## src/rtl/gb_frame_sequencer.sv

```systemverilog
// ---------------------------------------------------------------------------
// gb_frame_sequencer
//
// APU frame sequencer. Divides the system clock down to the 512 Hz frame
// rate and steps an 8-step schedule that produces the one-cycle modulation
// strobes for the sound channels:
//   steps 0,2,4,6 : clk_length  (256 Hz)
//   steps 2,6     : clk_sweep   (128 Hz, coincident with clk_length)
//   step  7       : clk_vol_env (64 Hz)
// Everything is held idle (prescaler and step cleared) while apu_en is low.
//
// Build option:
//   FRAME_SEQ_EXT_DIV_EN - when defined, the internal prescaler is removed
//   and the frame tick is taken from the falling edge of the external
//   div_bit input (DIV register bit 4, or bit 5 in double speed). CLK_DIV
//   is then ignored.
//
// Parameters:
//   CLK_DIV          system clocks per frame step (>= 2)
//
// Ports:
//   clk              system clock, all state on posedge
//   rst_n            asynchronous active-low reset
//   apu_en           APU master enable (NR52 bit 7)
//   div_bit          DIV tap, only with FRAME_SEQ_EXT_DIV_EN
//   clk_length       one-cycle length-counter strobe
//   clk_sweep        one-cycle frequency-sweep strobe
//   clk_vol_env      one-cycle volume-envelope strobe
//   step             index of the next step to execute
//   len_next_clocks  1 when the next step clocks length (~step[0])
// ---------------------------------------------------------------------------
module gb_frame_sequencer #(
   parameter int unsigned CLK_DIV = 8192
) (
   input  logic       clk,
   input  logic       rst_n,
   input  logic       apu_en,
`ifdef FRAME_SEQ_EXT_DIV_EN
   input  logic       div_bit,
`endif
   output logic       clk_length,
   output logic       clk_sweep,
   output logic       clk_vol_env,
   output logic [2:0] step,
   output logic       len_next_clocks
);

   logic frame_tick;

`ifdef FRAME_SEQ_EXT_DIV_EN

   // div_bit_q tracks div_bit unconditionally, so when apu_en rises the
   // previous sample is already current and no stale falling edge fires.
   logic div_bit_q;

   always_ff @(posedge clk or negedge rst_n) begin
      if (!rst_n) begin
         div_bit_q <= 1'b0;
      end else begin
         div_bit_q <= div_bit;
      end
   end

   assign frame_tick = apu_en & div_bit_q & ~div_bit;

`else

   localparam int unsigned CNT_W = (CLK_DIV > 1) ? $clog2(CLK_DIV) : 1;
   localparam logic [CNT_W-1:0] LAST = CNT_W'(CLK_DIV - 1);

   if (CLK_DIV < 2) begin : g_bad_div
      $error("gb_frame_sequencer: CLK_DIV must be >= 2");
   end

   logic [CNT_W-1:0] presc;

   always_ff @(posedge clk or negedge rst_n) begin
      if (!rst_n) begin
         presc <= '0;
      end else if (!apu_en || presc == LAST) begin
         presc <= '0;
      end else begin
         presc <= presc + CNT_W'(1);
      end
   end

   assign frame_tick = apu_en && (presc == LAST);

`endif

   // Strobes are decoded from the step being executed (pre-increment value)
   // and registered on the same edge that advances step.
   always_ff @(posedge clk or negedge rst_n) begin
      if (!rst_n) begin
         step        <= '0;
         clk_length  <= 1'b0;
         clk_sweep   <= 1'b0;
         clk_vol_env <= 1'b0;
      end else if (!apu_en) begin
         step        <= '0;
         clk_length  <= 1'b0;
         clk_sweep   <= 1'b0;
         clk_vol_env <= 1'b0;
      end else if (frame_tick) begin
         step        <= step + 3'd1;
         clk_length  <= ~step[0];
         clk_sweep   <= step[1] & ~step[0];
         clk_vol_env <= &step;
      end else begin
         clk_length  <= 1'b0;
         clk_sweep   <= 1'b0;
         clk_vol_env <= 1'b0;
      end
   end

   assign len_next_clocks = ~step[0];

endmodule

```

## config.mk

```make
export PLATFORM = sky130hd
export DESIGN_NAME = gb_frame_sequencer
export DESIGN_NICKNAME = d
export VERILOG_FILES = /design/src/rtl/gb_frame_sequencer.sv
export SDC_FILE = /design/constraint.sdc
export NUM_CORES = 1
export LEC_CHECK = 0
export ABC_AREA = 1
export BUFFER_PORTS_ARGS = -buffer_cell sky130_fd_sc_hd__buf_2
export CAP_MARGIN = 20
export CELL_PAD_IN_SITES_DETAIL_PLACEMENT = 1
export CELL_PAD_IN_SITES_GLOBAL_PLACEMENT = 1
export CORE_MARGIN = 2
export CORE_UTILIZATION = 38
export CTS_BUF_LIST = sky130_fd_sc_hd__clkbuf_4 sky130_fd_sc_hd__clkbuf_8 sky130_fd_sc_hd__clkbuf_16
export DETAILED_ROUTE_END_ITERATION = 10
export PLACE_DENSITY_LB_ADDON = 0.12
export SYNTH_ARGS = -nofsm -noshare
export SYNTH_HDL_FRONTEND = slang
export SYNTH_SLANG_ARGS = --single-unit
```

## constraint.sdc

```tcl
create_clock -name clk -period 1.5 [get_ports clk]
set_clock_uncertainty 0.05 [all_clocks]
set_input_delay 0.3 -clock clk [delete_from_list [all_inputs] [get_ports clk]]
set_output_delay 0.3 -clock clk [all_outputs]
set_load 0.05 [all_outputs]
```

==> metrics list, run 1 <==
- Outcome: finished, final reports clean
- Summed over all instances, the cell type with the most area after synthesis is sky130_fd_sc_hd__dfrtp_1.
- In this run the count of I/O pins placed on the die edge is 10.
- In this run the tool buffered the top-level ports with 9 buffer cells.
- Summing all placed instances gives a cell area of 0.001091 sq mm.
* Filler cells: 306
- Share of post-route cells with drive strength above 1: 25.58%
- Launch point of the worst path: step[0]
* Count of different cell masters after synthesis: 17
- Timing analysis after detailed placement gives a worst setup slack of 0.08115 ns.
- Mapped Area: 0.001005 sq mm
- Total global routing track utilization: 16.17%
- Relative slew margins: 71.37%
- Setup repair after global routing left no endpoint under its margin.
- The HPWL after detailed placement is 1634 um.
* Setup-failing EPs final: 0
- Clock latency on the worst-skew pair: 0.30 ns
- After layout, the worst setup slack is 0.07785 ns.
- Adder-cell share of the synthesized area: 4.981%
- Cells on worst reg2reg path: 7
- After detailed routing, the number of remaining DRC violations is 0.
* Endpoint of the worst setup timing path: len_next_clocks
- Die Outline Area: 0.003071 sq mm
- Number of buffers added by the clock tree synthesis step: 3
- Arrival time reported for the critical path endpoint: 1.07 ns
- In the routed layout, each cell is associated on average with a via count of 4.969.
- In this run the power density over the cells is 746.4 mW/mm^2.
- Category of the worst setup path launch point: register
- STA classifies the critical path endpoint as an output pin.
- Net count after synthesis: 122
- After layout, the minimum clock period comes to 1.422 ns.
* Required @ worst endpoint: 1.15 ns
* Max-cap viol count: 0
* Maximum number of pins on one net before global-route repair: 20
- Summing the areas of all compound-gate instances in the mapped netlist gives 0.7472% of the synthesized area.
- Among all flip-flop cells after synthesis, the most frequent one is sky130_fd_sc_hd__dfrtp_1.
- The final-report hold violation count came to 0.
- Slew at the pin closest to its max-slew limit: 0.4294 ns
* Max IR drop VDD: 0.4963 mV
* Largest cells by area after synthesis: sky130_fd_sc_hd__dfrtp_1 47%, sky130_fd_sc_hd__nand2_1 9.3%, sky130_fd_sc_hd__nor2_1 6.7%
- Of all nets on the critical path, the largest fanout is 4.
* Async S/R FF share, synth: 100.0%
- Wire segments on met3 add up to 34 um in the final route.
- Achievable Freq: 0.7032 GHz
* Post-detailed-routing wire length: 2143 um
- Core Box Area: 0.002500 sq mm
- Across all layers, the routed design uses 790 vias.
* Antenna Nets Post-Route: 0
- Dividing the synthesized area by the synthesized cell count gives 8.737 sq um.
* Height of the chip: 55.42 um
- The number of antenna violations at the first check in global routing came to 0.
* Initial DRC Count: 13
- In this run the post-CTS setup repair buffer count came out at 0.
- Final sum of negative setup slack: 0 ns
* Simple-Gate Fraction of Synth Area: 34.37%
- Placer's final routability congestion estimate: 0.8133
* Launching point of the worst reg2reg path: presc[1]
- The cell sitting at the root of the clock tree is a sky130_fd_sc_hd__clkbuf_4.
* Fraction of synthesized area in multiplexers: 0%
- For this design, the sink count on the clock tree is 19.
- Area Overhead vs Synth: 14.07%
- Summed over all cells, the static leakage comes to 0.5358 nW.
- After clock tree synthesis, the clock-pin slew on the worst setup and hold paths is 0.10 ns.
* Final net count: 137
- Antenna diode instance count: 0
* Count of flip-flops with a built-in enable after synthesis: 0
- In the finished design, the share of the clock period the worst path needs comes to 94.81%.
- On the final layout, the worst hold slack is 0.2911 ns.
- Synthesis handed over a netlist of 115 instances.
- Of the total synthesized cell area, the portion taken by XOR and XNOR cells is 6.102%.
- Utilization of the core after routing: 45.85%
* Routed wire per std cell: 13.48 um
- Clock Path Buffers: 2
- CTS built an H-tree with a depth of 1.
- Combinational family with the most area after synthesis: simple AND/OR/NAND/NOR gates
- The via count of the first global-routing pass was 844.
* Routed wl met2: 1080 um
- The floorplan has 18 rows.
- Die X-Extent: 55.42 um
- Top layer reached by signal wires: met4
* Part of the Yosys area used for sequential elements: 47.32%
* Final Instance Area: 0.001146 sq mm
- Destination of the worst register-to-register timing path: clk_vol_env
- The total overflow left after global routing is 0.
- The synthesized design contains 19 register bits.
- The first global-routing pass estimated 3870 um of wire.
- Class of the worst hold path: input port to register
* TritonCTS clock tree: yes
- Critical path class: register to output pin
- The synthesized design devotes to its leading area cell type 47.32% of total area.
* Synth Warn #: 0
- Initial standard-cell utilization of the core: 40.19%
- For this run, the detailed router's first-pass iteration total came to 4.
* Number of max-slew violations in the final report: 0
* Worst reg-to-reg setup slack: 0.14 ns
* Routed met1 length: 982 um
sequential cells by signal, indices dropped and copies added (netlist names):
| signal | count |
|---|---|
| clk_vol_env | 1 |
| presc | 13 |
| clk_length | 1 |
| clk_sweep | 1 |
| step | 3 |
layout by cell type, fill, tap and decap left out:
master                           n
sky130_fd_sc_hd__nand2_1        25
sky130_fd_sc_hd__nand4_4         1
sky130_fd_sc_hd__xor2_1          4
sky130_fd_sc_hd__nand3b_1        1
sky130_fd_sc_hd__nand2_4         1
sky130_fd_sc_hd__nor2_2          8
sky130_fd_sc_hd__nand3_1         7
sky130_fd_sc_hd__nor2_1         17
sky130_fd_sc_hd__dfrtp_1        18
sky130_fd_sc_hd__clkbuf_4        5
sky130_fd_sc_hd__dlygate4sd3_1   1
sky130_fd_sc_hd__xnor2_1         3
sky130_fd_sc_hd__nand2_2         2
sky130_fd_sc_hd__nor2_4          3
sky130_fd_sc_hd__ha_1            4
sky130_fd_sc_hd__clkinvlp_4      1
sky130_fd_sc_hd__buf_4           2
sky130_fd_sc_hd__nand3_2         1
sky130_fd_sc_hd__inv_1          12
sky130_fd_sc_hd__nand4_1         3
sky130_fd_sc_hd__buf_2           8
sky130_fd_sc_hd__dfrtp_2         1
sky130_fd_sc_hd__o21bai_1        1
worst min-delay path by stage:
stage	slack, ns	to	from	cells after the start
2_1_floorplan	-0.05	clk_length	rst_n	0
3_3_place_gp	0.21	presc[2]	rst_n	1
3_5_place_dp	0.22	clk_length	rst_n	1
4_1_cts	0.28	step[0]	apu_en	3
5_1_grt	0.28	clk_sweep	apu_en	3
6_report	0.29	step[0]	apu_en	3
cells in the mapped netlist, types with 3 or more instances:
cell type and n:
sky130_fd_sc_hd__xor2_1 4, sky130_fd_sc_hd__dfrtp_1 19, sky130_fd_sc_hd__nand2_2 3, sky130_fd_sc_hd__ha_1 4, sky130_fd_sc_hd__xnor2_1 3, sky130_fd_sc_hd__inv_1 13, sky130_fd_sc_hd__nand4_1 3, sky130_fd_sc_hd__nor2_4 3
sky130_fd_sc_hd__nand3_1 8, sky130_fd_sc_hd__nor2_2 7, sky130_fd_sc_hd__nand2_1 25, sky130_fd_sc_hd__nor2_1 18
area by class of cell:
type                       instances  area (sq um)  share of cell area (%)
multi-input combinational         81         476.7                   41.59
inverter                          13         52.55                   4.585
sequential                        19         476.7                   41.59
clock buffer                       4         30.03                   2.620
tap                               30         37.54                   3.275
timing repair buffer              12         72.57                   6.332
logic make-up (layout without fill, tap and decap cells):
group	count (synthesis)	after routing
adder cells (fa/ha/maj)	4	4
AO/OA/AOI/OAI	1	1
buffers and inverters	15	29
flip-flops	19	19
AND/OR/NAND/NOR	69	69
XOR/XNOR	7	7
routing by layer:
layer / vias up / global-route usage (%)
met5: - / 0
met4: 0 / 9.408
met3: 4 / 1.405
met2: 13 / 27.72
met1: 385 / 19.67
li1: 388 / -
metrics by stage:
stage | total power [mW] | instances
after floorplan | 0.5640 | 115
after global placement | 0.5824 | 154
after detailed placement | 0.5862 | 154
after CTS | 0.8722 | 159
after global routing | 0.9114 | 159
final | 0.8555 | 159
critical path, cell delays in order, from the launching register on:
cell	delay, ns
sky130_fd_sc_hd__dfrtp_2	0.46
sky130_fd_sc_hd__clkinvlp_4	0.09
sky130_fd_sc_hd__clkbuf_4	0.22
power breakdown:
part,switching (mW),total [mW],leakage (nW),internal (mW)
combinational,0.0352,0.0528,0.256,0.0176
sequential,0.00689,0.525,0.261,0.518
clock,0.156,0.277,0.0184,0.122
total,0.198,0.855,0.536,0.658
timing repair:
action / CTS / global route
endpoints found under the hold margin: 19 / 0
endpoints found under the setup margin: 0 / 13
hold buffers: 1 / 0
gates resized for setup: 0 / 4
Note: power is estimated with default switching activity, not from simulation.
==> run 2, diff against run 1 <==
--- a/config.mk
+++ b/config.mk
@@ -14,7 +14,8 @@
 export CORE_UTILIZATION = 38
 export CTS_BUF_LIST = sky130_fd_sc_hd__clkbuf_4 sky130_fd_sc_hd__clkbuf_8 sky130_fd_sc_hd__clkbuf_16
 export DETAILED_ROUTE_END_ITERATION = 10
-export PLACE_DENSITY_LB_ADDON = 0.12
+export PLACE_DENSITY_LB_ADDON = 0.1
+export SETUP_SLACK_MARGIN = 0.5
 export SYNTH_ARGS = -nofsm -noshare
 export SYNTH_HDL_FRONTEND = slang
 export SYNTH_SLANG_ARGS = --single-unit
==> run 2 against run 1 <==
Critical path depth grew 5; register-to-register slack about the same; non-clock buffer count rose by 14; wire length up 25%; cell area grew 25%; global-route usage up 0.83 points.
==> metrics list, run 2 (same netlist as run 1, synthesis figures left out) <==
* Destination of the worst register-to-register timing path: clk_sweep (was clk_vol_env)
- The count of maximum capacitance violations came to 0 (unchanged).
* Leakage: 0.6204 nW (was 0.5358 nW)
* Routed wire per std cell: 15.42 um (was 13.48 um)
* Endpoint class of the critical path: register (was output pin)
- The maximum VDD drop is 0.4535 mV (was 0.4963 mV).
- The layout-stage area growth over the synthesis result is 42.09% (was 14.07%).
- Unrepaired setup endpoints after global routing: yes (was no).
- The die area came to 0.003071 sq mm (unchanged).
* Final worst setup slack: 0.1259 ns (was 0.07785 ns)
- The initial core utilization came to 40.19% (unchanged).
* Die X-Extent: 55.42 um (unchanged)
* DP Area: 0.001104 sq mm (was 0.001091 sq mm)
* Initial DRC Count: 5 (was 13)
- Setup-failing EPs final: 0 (unchanged)
- Register with the highest flop count: presc (unchanged)
- The endpoint required time on the critical path came to 1.68 ns (was 1.15 ns).
* Std cell rows: 18 (unchanged)
* Met2 usage: 28.91% (was 27.72%)
- Achievable Freq: 0.7277 GHz (was 0.7032 GHz)
- The antenna diode instance count is 0 (unchanged).
- The placer congestion estimate was 0.7704 (was 0.8133).
- Number of max-slew violations in the final report: 0 (unchanged)
* Storage cell area: 479.2 sq um (was 476.7 sq um)
- Worst reg-to-reg setup slack: 0.13 ns (was 0.14 ns)
- Filler cells: 293 (was 306)
* Overall power after layout: 900.1 uW (was 855.5 uW)
* Total global routing track utilization: 17.00% (was 16.17%)
- Relative slew margins: 71.47% (was 71.37%)
- Slew at the pin closest to its max-slew limit: 0.4279 ns (was 0.4294 ns)
- Launching point of the worst reg2reg path: presc[0] (was presc[1])
- I/O Pins: 10 (unchanged)
* DR vias/cell: 4.816 (was 4.969)
- The core utilization of the finished layout was 57.11% (was 45.85%).
- Number of buffers added by the clock tree synthesis step: 3 (unchanged)
- The critical path data arrival time came to 1.55 ns (was 1.07 ns).
- The wire length of the first global-routing pass was 4112 um (was 3870 um).
- Outcome: finished, final reports clean (unchanged).
- The count of input and output buffers is 9 (unchanged).
* Maximum number of pins on one net before global-route repair: 20 (unchanged)
* Via count: 838 (was 790)
* Share of post-route cells with drive strength above 1: 47.22% (was 25.58%)
* Post-detailed-routing wire length: 2683 um (was 2143 um)
- Clock latency on the worst-skew pair: 0.30 ns (about the same)
- The first element of the critical path is presc[0] (was step[0]).
- Clock tree root buffer cell: sky130_fd_sc_hd__clkbuf_4 (unchanged)
- The power density over the cells was 630.5 mW/mm^2 (was 746.4 mW/mm^2).
- The final-report hold violation count was 0 (unchanged).
- Total gr overflow: 0 (unchanged)
* Cells on worst reg2reg path: 7 (unchanged)
* Critical path class: register to register (was register to output pin)
- TritonCTS clock tree: yes (unchanged)
* Core Box Area: 0.002500 sq mm (unchanged)
- The number of iterations in the first detailed-routing pass came to 4 (unchanged).
- Count of H-tree levels built during CTS: 1 (unchanged)
* Worst setup timing slack at the placement stage: 0.07434 ns (was 0.08115 ns)
- The via count of the first global-routing pass is 910 (was 844).
- The area taken by multi-input logic gates is 601.8 sq um (was 476.7 sq um).
* Final Instance Area: 0.001428 sq mm (was 0.001146 sq mm)
* Most used cells in the layout excluding fill and tap cells: 21 x sky130_fd_sc_hd__nand2_1, 16 x sky130_fd_sc_hd__dfrtp_1, 15 x sky130_fd_sc_hd__buf_4 (was 25 x sky130_fd_sc_hd__nand2_1, 18 x sky130_fd_sc_hd__dfrtp_1, 17 x sky130_fd_sc_hd__nor2_1)
* Class of the worst hold path: input port to register (unchanged)
* Final net count: 152 (was 137)
- Largest registers: presc: 13 flops, step: 3 flops (unchanged)
- The number of stages on the worst hold path came to 3 (unchanged).
- Height of the chip: 55.42 um (unchanged)
* Fin crit share: 91.61% (was 94.81%)
- Category of the worst setup path launch point: register (unchanged)
* Largest fanout on the critical path: 5 (was 4)
- Antenna violations before repair: 0 (unchanged)
- The sum of net half-perimeters after detailed placement came to 1574 um (was 1634 um).
- The met3 layer usage reported by global route was 1.405% (unchanged).
- Met1 demand-to-capacity share in global routing: 22.02% (was 19.67%)
- Most common library cell in the layout ignoring fill and taps: sky130_fd_sc_hd__nand2_1 (unchanged)
- Antenna Nets Post-Route: 0 (unchanged)
- Global-route layer with the greatest usage: met2 (unchanged)
* Max reg flops: 13 (unchanged)
* Clock-pin transition on the worst setup and hold timing paths: 0.11 ns (was 0.10 ns)
* Clock net sink count: 19 (unchanged)
- Residual DRC count: 0 (unchanged)
* Worst hold path startpoint: apu_en (unchanged)
- The buffer depth of the longest clock path was 2 (unchanged).
- Worst hold endpoint: clk_length (was step[0])
- Min Clock Period, post-route: 1.374 ns (was 1.422 ns)
## run 2: cell count changes in the layout (fill, tap and decap cells not counted), sizes merged
cell and delta:
buf +15, clkbuf -1, nand2 +1
## run 2: where the power goes
part / internal, mW / switching [mW] / leakage (nW)
Clock: 0.122 / 0.163 / 0.0184
Sequential: 0.519 / 0.00982 / 0.258
Combinational: 0.0327 / 0.0538 / 0.344
## run 2: routing by layer
metal,vias up,routed length [um]
met4,0,6
met1,411,1178
met2,9,1458
met3,2,39
li1,416,-
met5,-,0
## run 2: worst max path at each step
stage	endpoint	slack [ns]	depth (start not counted)
global placement	presc[7]	0.13	6
floorplan	step[1]	-0.05	4
detailed placement	presc[12]	0.07	6
global route	clk_sweep	0.07	7
finish	clk_sweep	0.13	7
CTS	len_next_clocks	0.16	2
## run 2: layout make-up
| cell class | instances | share of cell area, % |
|---|---|---|
| inverters | 13 | 3.681 |
| clock buffers | 4 | 2.103 |
| multi-input cells | 82 | 42.16 |
| well taps | 30 | 2.629 |
| flip-flops and latches | 19 | 33.57 |
| repair buffers | 26 | 15.86 |
## run 2: metrics by stage
| stage | cells | hold slack [ns] | setup TNS [ns] |
|---|---|---|---|
| global route | 174 | 0.3461 | 0 |
| global placement | 154 | 0.2061 | 0 |
| detailed placement | 154 | 0.2084 | 0 |
| floorplan | 115 | -0.04559 | -0.04783 |
| finish | 174 | 0.3494 | 0 |
| CTS | 171 | 0.3334 | 0 |
## run 2: what timing repair did
action / CTS / global route
pin swaps: 11 / 8
gates cloned: 1 / 0
setup endpoints to repair: 26 / 26
setup buffers: 11 / 3
hold buffers: 1 / 0
gates resized for setup: 30 / 16
endpoints found under the hold margin: 19 / 0
## run 2: critical path: stages, from the launching register on
cell and delay [ns]:
sky130_fd_sc_hd__dfrtp_1 0.42, sky130_fd_sc_hd__ha_4 0.19, sky130_fd_sc_hd__inv_2 0.05, sky130_fd_sc_hd__nor2_4 0.12
sky130_fd_sc_hd__nand2_2 0.10, sky130_fd_sc_hd__nor2_4 0.16, sky130_fd_sc_hd__nand2_2 0.09, sky130_fd_sc_hd__nor2_1 0.13
